[src/rtl/ariane_pkg.sv]
// Slice of the core package: branch-history-table update payload.
package ariane_pkg;

    localparam int unsigned VLEN = 64;

    typedef struct packed {
        logic            valid;
        logic [VLEN-1:0] pc;
        logic            taken;
    } bht_update_t;

endpackage

[src/rtl/bht_ckpt_ctrl_pkg.sv]
// Shared constants and helpers for the BHT checkpoint controller.
package bht_ckpt_ctrl_pkg;

    localparam int unsigned BHT_CKPT_DEPTH_DEF = 4;
    localparam int unsigned BHT_CKPT_CNT_W_DEF = 8;

    // Idle value driven on the update bus when nothing is pending.
    function automatic ariane_pkg::bht_update_t bht_upd_idle();
        return '0;
    endfunction

endpackage

[src/rtl/bht_ckpt_ctrl_if.sv]
// BHT update channel: the producer drives upd, the consumer samples it.
interface bht_ckpt_ctrl_if;

    ariane_pkg::bht_update_t upd;

    modport master (output upd);
    modport slave  (input  upd);

endinterface

[src/rtl/bht_upd_fifo.sv]
// DEPTH-entry update FIFO; pointers carry one extra wrap bit to tell full from empty.
module bht_upd_fifo
    import bht_ckpt_ctrl_pkg::*;
#(
    parameter int unsigned DEPTH = BHT_CKPT_DEPTH_DEF,
    localparam int unsigned PTR_W = $clog2(DEPTH)
) (
    input  logic                  clk_i,
    input  logic                  rst_ni,
    input  logic                  flush_i,
    input  logic                  push_i,
    input  logic                  pop_i,
    bht_ckpt_ctrl_if.slave        wr_if,
    bht_ckpt_ctrl_if.master       rd_if,
    output logic                  full_o,
    output logic                  empty_o,
    output logic [PTR_W:0]        count_o
);

    ariane_pkg::bht_update_t mem_q [DEPTH];
    logic [PTR_W:0]          wr_ptr_q;
    logic [PTR_W:0]          rd_ptr_q;

    assign count_o   = wr_ptr_q - rd_ptr_q;
    assign full_o    = (count_o == (PTR_W + 1)'(DEPTH));
    assign empty_o   = (count_o == '0);
    assign rd_if.upd = empty_o ? bht_upd_idle() : mem_q[rd_ptr_q[PTR_W-1:0]];

    // Storage and pointer update; flush overrides push/pop.
    always_ff @(posedge clk_i or negedge rst_ni) begin
        if (!rst_ni) begin
            wr_ptr_q <= '0;
            rd_ptr_q <= '0;
            for (int unsigned i = 0; i < DEPTH; i++) begin
                mem_q[i] <= '0;
            end
        end else if (flush_i) begin
            wr_ptr_q <= '0;
            rd_ptr_q <= '0;
        end else begin
            if (push_i) begin
                mem_q[wr_ptr_q[PTR_W-1:0]] <= wr_if.upd;
                wr_ptr_q                   <= wr_ptr_q + (PTR_W + 1)'(1);
            end
            if (pop_i) begin
                rd_ptr_q <= rd_ptr_q + (PTR_W + 1)'(1);
            end
        end
    end

endmodule

[src/rtl/bht_ckpt_ctrl.sv]
// Switches the active BHT bank only after every buffered update has reached the old bank.
module bht_ckpt_ctrl
    import bht_ckpt_ctrl_pkg::*;
#(
    parameter int unsigned DEPTH = BHT_CKPT_DEPTH_DEF,
    parameter int unsigned CNT_W = BHT_CKPT_CNT_W_DEF
) (
    input  logic                    clk_i,
    input  logic                    rst_ni,
    input  logic                    flush_i,
    input  logic                    debug_mode_i,
    input  logic                    mode_tgt_i,
    input  ariane_pkg::bht_update_t upd_i,
    output ariane_pkg::bht_update_t bht_update_o,
    output logic                    checkpoint_mode_o,
    output logic                    switched_o,
    output logic                    busy_o,
    output logic [CNT_W-1:0]        drop_cnt_o
);

    localparam int unsigned PTR_W = $clog2(DEPTH);
    localparam int unsigned INC_W = PTR_W + 2;
    localparam int unsigned SUM_W = CNT_W + INC_W;

    typedef enum logic [1:0] {
        NORMAL,
        CKPT,
        DRAIN_TO_CKPT,
        DRAIN_TO_NORMAL
    } state_e;

    state_e           state_q;
    logic             mode_q;
    logic             switched_q;
    logic             busy_q;
    logic [CNT_W-1:0] drop_cnt_q;
    logic [CNT_W-1:0] drop_cnt_d;
    logic [INC_W-1:0] drop_inc;
    logic [SUM_W-1:0] drop_sum;

    logic             steady;
    logic             fifo_push;
    logic             fifo_pop;
    logic             fifo_full;
    logic             fifo_empty;
    logic [PTR_W:0]   fifo_count;

    bht_ckpt_ctrl_if wr_if ();
    bht_ckpt_ctrl_if rd_if ();

    assign steady      = (state_q == NORMAL) || (state_q == CKPT);
    assign fifo_pop    = !fifo_empty;
    assign fifo_push   = upd_i.valid && steady && (!fifo_full || fifo_pop) && !flush_i;
    assign wr_if.upd   = upd_i;

    bht_upd_fifo #(
        .DEPTH (DEPTH)
    ) i_fifo (
        .clk_i   (clk_i),
        .rst_ni  (rst_ni),
        .flush_i (flush_i),
        .push_i  (fifo_push),
        .pop_i   (fifo_pop),
        .wr_if   (wr_if),
        .rd_if   (rd_if),
        .full_o  (fifo_full),
        .empty_o (fifo_empty),
        .count_o (fifo_count)
    );

    // A flushed head is counted as dropped, so it must not also be delivered.
    assign bht_update_o      = flush_i ? bht_upd_idle() : rd_if.upd;
    assign checkpoint_mode_o = mode_q;
    assign switched_o        = switched_q;
    assign busy_o            = busy_q;
    assign drop_cnt_o        = drop_cnt_q;

    // Discards this cycle: whole FIFO plus input on flush, else a refused input.
    always_comb begin
        drop_inc = '0;
        if (flush_i) begin
            drop_inc = INC_W'(fifo_count) + INC_W'(upd_i.valid);
        end else if (upd_i.valid && !fifo_push) begin
            drop_inc = INC_W'(1);
        end
        drop_sum   = SUM_W'(drop_cnt_q) + SUM_W'(drop_inc);
        drop_cnt_d = (drop_sum > SUM_W'({CNT_W{1'b1}})) ? {CNT_W{1'b1}} : CNT_W'(drop_sum);
    end

    // Saturating drop counter.
    always_ff @(posedge clk_i or negedge rst_ni) begin
        if (!rst_ni) begin
            drop_cnt_q <= '0;
        end else begin
            drop_cnt_q <= drop_cnt_d;
        end
    end

    // Mode FSM; the bank select only moves once the drain has emptied the FIFO.
    always_ff @(posedge clk_i or negedge rst_ni) begin
        if (!rst_ni) begin
            state_q    <= NORMAL;
            mode_q     <= 1'b0;
            switched_q <= 1'b0;
            busy_q     <= 1'b0;
        end else begin
            switched_q <= 1'b0;
            unique case (state_q)
                NORMAL: begin
                    if (mode_tgt_i && !debug_mode_i) begin
                        state_q <= DRAIN_TO_CKPT;
                        busy_q  <= 1'b1;
                    end
                end
                CKPT: begin
                    if (!mode_tgt_i && !debug_mode_i) begin
                        state_q <= DRAIN_TO_NORMAL;
                        busy_q  <= 1'b1;
                    end
                end
                DRAIN_TO_CKPT: begin
                    if (fifo_empty) begin
                        state_q    <= CKPT;
                        mode_q     <= 1'b1;
                        switched_q <= 1'b1;
                        busy_q     <= 1'b0;
                    end
                end
                DRAIN_TO_NORMAL: begin
                    if (fifo_empty) begin
                        state_q    <= NORMAL;
                        mode_q     <= 1'b0;
                        switched_q <= 1'b1;
                        busy_q     <= 1'b0;
                    end
                end
            endcase
        end
    end

endmodule

[config.mk]
export PLATFORM = sky130hd
export DESIGN_NAME = bht_ckpt_ctrl
export DESIGN_NICKNAME = d
export VERILOG_FILES = /design/src/rtl/ariane_pkg.sv /design/src/rtl/bht_ckpt_ctrl_pkg.sv /design/src/rtl/bht_ckpt_ctrl_if.sv /design/src/rtl/bht_upd_fifo.sv /design/src/rtl/bht_ckpt_ctrl.sv
export SDC_FILE = /design/constraint.sdc
export NUM_CORES = 1
export LEC_CHECK = 0
export CAP_MARGIN = 40
export CORE_AREA = 5 5 159 161
export CTS_CLUSTER_DIAMETER = 150
export DETAILED_ROUTE_END_ITERATION = 8
export DIE_AREA = 0 0 164 166
export MAX_ROUTING_LAYER = met4
export PLACE_DENSITY = 0.79
export SYNTH_ARGS = -nofsm -noshare
export SYNTH_HDL_FRONTEND = slang
export SYNTH_SLANG_ARGS = --single-unit
[constraint.sdc]
create_clock -name clk_i -period 6.95 [get_ports clk_i]
set_clock_uncertainty 0.15 [all_clocks]
set_input_delay 1.39 -clock clk_i [delete_from_list [all_inputs] [get_ports clk_i]]
set_output_delay 1.39 -clock clk_i [all_outputs]
set_load 0.05 [all_outputs]
; Word-level counts from Yosys, hierarchy flattened
; Cells that the tools add are included.
[word_totals]
in_bits = 71
latchBits = 0
romBits = 0
n_memories = 0
regBits = 283
mem_bits_rw = 0
[classes]
n_mul = 0
bitwise_logic = 3
order_cmp = 4
addsub = 5
shifts = 0
n_div = 0
eq_ne = 10
n_reduce_logical = 24
muxes = 28
[ops]
columns = cell, n
row1 = 66-bit two-way mux, 5
row2 = 264-bit bitwise mux, 1
row3 = 66-bit binary-select mux with 2-bit select, 1
row4 = 66-bit demux with 2-bit select, 1
row5 = 3-bit two-way mux, 4
row6 = 8-bit by 4-bit adder with 9-bit output, 1
row7 = "9-bit by 8-bit greater-than comparator with 1-bit output, second input constant", 1
row8 = 2-bit two-way mux, 4
row9 = 8-bit two-way mux, 1
row10 = 2-bit one-hot mux with 4 select lines, 1
row11 = 1-bit logical AND, 7
row12 = 1-bit two-way mux, 7
row13 = "3-bit by 1-bit adder with 3-bit output, second input constant", 2
row14 = "3-bit greater-or-equal comparator, second input constant", 2
row15 = 1-bit zero test, 6
row16 = "2-bit by 1-bit != test with 1-bit output, second input constant", 3
row17 = "2-bit != test, second input constant", 3
row18 = 2-bit inverter with 3-bit output, 2
row19 = 3-bit AND reduction, 2
row20 = 3-bit by 1-bit adder with 4-bit output, 1
row21 = "2-bit == test, second input constant", 2
row22 = 4-bit two-way mux, 1
row23 = 4-bit AND reduction, 1
row24 = 2-bit nonzero test, 2
row25 = 12 further kinds, 13

; Logic depth before layout (Yosys ltp)
[logic_depth]
ltp_word = 13
mapped_depth = 12
depth_no_buf = 12

; Cells and area by module
; A second synthesis with hierarchy kept.
[hier_totals]
hier_cells = 911
hier_area_um2 = 13755.7
[by_module_without_submodules]
columns = module, seq_area_each_um2, cells_each, n_inst, area_each_um2
row1 = bht_upd_fifo, 6756.5, 759, 1, 12502.0
row2 = bht_ckpt_ctrl, 325.3, 152, 1, 1253.7

; Least setup slack after synthesis
; No wires, ideal clock.
[synth_timing]
path_kind = in2out
from = input port flush_i
to = output port bht_update_o[25] (netlist name)
stages = 4
path_slack_ps = 2846
t_required_ps = 5410
t_arrival_ps = 2564
cell_sequence = nand2b_2 -> buf_6 -> buf_2 -> nor2b_1
[synth_lines]
columns = element, line
row1 = "start, declared", bht_ckpt_ctrl.sv:10  ; input logic flush_i,
row2 = "end, declared", bht_ckpt_ctrl.sv:14  ; output ariane_pkg::bht_update_t bht_update_o,

==> parameters.txt <==
Parameter                              Value

Layout
  Share of layout cells above drive strength 1 ... 0.403
  Number of standard cells in the layout, taps in and fillers out ... 1319
  Layout fillers ... 1722
  Layout-stage area growth over the synthesis result ... 20.8%
  Post-route cell area ... 15800 sq um
  Number of nets at the end of the flow ... 1064
  Final core occ ... 0.662

Timing
  Final critical-path share of the clock period ... 0.833
  Final sum of negative setup slack ... 0 ns
  Number of pins with negative max-slew slack in the final report ... 0
  Maximum clock frequency ... 173 MHz
  Transition time at the pin with the least slew margin ... 0.993 ns
  Max-slew headroom ... 0.338
  Hold Violations, Final ... 0
  Number of setup violations in the final report ... 0
  Final min period ... 5.79 ns
  RSZ-0062 raised after global routing ... no

Worst hold path
  Worst hold path stage count ... 1
  Startpoint of the lowest-slack hold path ... i_fifo.mem_q[263]$_DFFE_PN0P_
  End of the worst hold path ... i_fifo.mem_q[263]$_DFFE_PN0P_
  Worst hold path type ... flop to flop

Power
  Worst vdd ir ... 329 uV
  Internal power summed over all cells ... 4340 uW
  Power Density ... 420 nW/um^2
  Net Sw Frac ... 0.346
  Net Switching ... 2300 uW
  Leakage power of the design ... 0.00721 uW
  Fraction of power consumed by the clock network ... 0.228
  Share of power burned in registers ... 0.358
  Fraction of power consumed by combinational cells ... 0.414

Place
  Placed cell count ... 1268
  Detailed placement HPWL ... 16100 um
  Instance area after placement ... 14800 sq um
  Port Buf Inserts ... 147
  Gpl congestion ... 0.759

Critical path
  Required time of the critical path ... 5.41 ns
  Reg-to-reg slack, setup ... 3.20 ns
  Worst-path fanout max ... 39
  Launch point of the worst reg-to-reg path ... i_fifo.rd_ptr_q[0]$_DFFE_PN0P_
  Worst Reg-to-Reg Cells ... 10
  Startpoint Class ... flop
  CP endpoint kind ... output pin
  Reg-to-reg critical path endpoint ... drop_cnt_o[3]$_DFF_PN0_
  Launching element of the worst setup path ... i_fifo.rd_ptr_q[0]$_DFFE_PN0P_
  CP Data Arrival Time ... 4.25 ns
  Path type of the worst setup path ... flop to output pin

Route
  Starting DRT DRC Count ... 368
  Count of nets left with antenna violations after detail routing ... 0
  Routed via count divided by cell count ... 5.54
  DRC Markers ... 0
  Detailed-router iteration count before antenna repair ... 4
  Total wire length after detailed routing ... 25800 um
  Wire per inst ... 19.6 um
  Via count ... 7308

Synthesis
  Yosys warns ... 0
  Post-synth EDFFs ... 0
  Average cell area after synthesis ... 15.7 sq um
  Async set or reset register ratio after synthesis ... 1.00
  Net count of the mapped netlist ... 923
  Cell variety after synth ... 39
  Seq cells post-synth ... 283
  Syn Std Cell Area ... 13100 sq um
  Synthesized instance count ... 834
  Top FF cell, synth ... sky130_fd_sc_hd__dfrtp_1
  Proportion of synthesized chip area in sequential cells ... 0.542

CTS
  Setup bufs post-CTS ... 0
  H-tree levels ... 1
  Number of sinks on the clock net ... 283
  Root buffer selected by CTS ... sky130_fd_sc_hd__clkbuf_16
  Clk slew on worst S/H paths ... 0.06 ns
  Quantity of hold-fixing buffers added after cts ... 0
  Number of gates resized after cts ... 0
  Worst skew pair latency ... 0.53 ns
  CTS tree ... done
  CTS max path bufs ... 3
  Number of clock buffers inserted by TritonCTS ... 29

GRT
  Number of antenna violations at the first check in global routing ... 1
  Met1 routing resource usage after global routing ... 0.292
  Largest net degree at the start of global routing ... 130
  Global route overflow ... 0
  Met3 track utilization from global routing ... 0.0290
  Number of global-route vias before repair ... 7940
  Global-route wire length before repair ... 43000 um
  Overall routing resource usage ... 0.202
  Met2 global-route usage ... 0.315
  Most Used Layer, Global Route ... met2

Die
  Placeable core region ... 23800 sq um
  Site row count ... 57
  Die height ... 166 um
  Starting utilization of the core area ... 0.548
  X dimension of the die ... 164 um
  Die Footprint ... 27200 sq um
  Number of placed I/O pins ... 148

Job
  Maximum Capacitance Violations ... 0

Run status
  Run status ... completed
==> worst max-delay path, cell delays in order, from the launching register on <==
cell                              delay (ns)
sky130_fd_sc_hd__dfrtp_4                0.68
sky130_fd_sc_hd__ha_1                   0.31
sky130_fd_sc_hd__fa_1                   0.42
sky130_fd_sc_hd__xnor3_2                0.28
sky130_fd_sc_hd__nand3_2                0.15
sky130_fd_sc_hd__nand2b_2               0.49
sky130_fd_sc_hd__buf_4                  0.50
sky130_fd_sc_hd__nor2b_1                0.11
sky130_fd_sc_hd__clkdlybuf4s50_1        0.75
==> power by group through the flow <==
stage	clock network, uW	registers [uW]	logic, uW
finish	1510	2380	2750
global route	1630	2440	2960
CTS	1540	2380	2790
detailed placement	0	2400	2780
global placement	0	2380	2710
floorplan	0	2400	1990
==> through the flow <==
step                      setup WS [ns]  hold slack (ns)  total power (uW)
after floorplan                    2.85            0.279              4390
after global placement             1.26            0.294              5090
after detailed placement           1.23            0.300              5180
after CTS                          1.06            0.322              6720
after global routing              0.870            0.346              7020
final                              1.16            0.326              6630
==> layout make-up <==
cell class / count / area [sq um] / share of cell area
sequential: 283 / 7090 / 0.449
clock buffer: 43 / 868 / 0.0550
clock inverter: 7 / 70.1 / 0.00444
tap: 324 / 405 / 0.0257
timing repair buffer: 161 / 1710 / 0.109
antenna: 1 / 2.50 / 0.000159
multi-input combinational: 490 / 5590 / 0.355
inverter: 10 / 37.5 / 0.00238
==> layer usage <==
metal / vias to the layer above / share of wire
li1: 3313 / -
met1: 3824 / 0.45
met2: 137 / 0.49
met3: 34 / 0.037
met4: 0 / 0.017
met5: - / 0
==> synth_stat cells, drive strengths merged (2+ instances only) <==
| library cell | instances | area share |
|---|---|---|
| or3 | 2 | 0.00096 |
| dfrtp | 283 | 0.54 |
| buf | 43 | 0.026 |
| mux2 | 261 | 0.23 |
| mux2i | 2 | 0.0015 |
| a21oi | 11 | 0.0042 |
| o21ai | 8 | 0.0031 |
| fa | 2 | 0.0031 |
| and3 | 3 | 0.0018 |
| nor2b | 63 | 0.030 |
| ha | 16 | 0.015 |
| nor3 | 3 | 0.0011 |
| inv | 10 | 0.0029 |
| nand2 | 13 | 0.0037 |
| xnor2 | 5 | 0.0034 |
| o21bai | 2 | 0.0011 |
| mux4 | 66 | 0.11 |
| clkbuf | 8 | 0.0023 |
| and2 | 4 | 0.0020 |
| nand2b | 6 | 0.0031 |
| nor3b | 2 | 0.0015 |
| nor2 | 7 | 0.0020 |
| or2 | 2 | 0.00096 |
| and2b | 4 | 0.0023 |
==> sequential cells by signal, indices dropped and copies added (netlist names) <==
register and count:
switched_o 1, drop_cnt_o 8, busy_o 1, i_fifo.wr_ptr_q 3
state_q 2, i_fifo.rd_ptr_q 3, i_fifo.mem_q 264, checkpoint_mode_o 1
==> worst max-delay path by stage <==
stage,endpoint
after floorplan,bht_update_o[25]
after global placement,bht_update_o[3]
after detailed placement,bht_update_o[3]
after CTS,bht_update_o[3]
after global routing,bht_update_o[3]
final,bht_update_o[3]
==> layout by cell type (no fill, tap or decap), types with 9 or more instances in the layout <==
master / Yosys / final
sky130_fd_sc_hd__a21oi_1: 11 / 11
sky130_fd_sc_hd__clkdlybuf4s50_1: 0 / 146
sky130_fd_sc_hd__mux2_2: 261 / 261
sky130_fd_sc_hd__dfrtp_1: 283 / 281
sky130_fd_sc_hd__ha_1: 16 / 16
sky130_fd_sc_hd__nand2_1: 13 / 10
sky130_fd_sc_hd__clkbuf_8: 0 / 9
sky130_fd_sc_hd__nor2b_1: 63 / 63
sky130_fd_sc_hd__inv_1: 10 / 10
sky130_fd_sc_hd__clkbuf_16: 0 / 29
sky130_fd_sc_hd__mux4_2: 66 / 66
==> kinds of logic after synthesis <==
kind of cell	count (synthesis)	share of synthesized area
mux	329	0.341
flops	283	0.542
simple gates	110	0.0505
buf+inv	61	0.0310
compound gates	27	0.0120
fa+ha+maj	18	0.0184
xor+xnor	6	0.00518
Power figures use the tool's default switching activity.
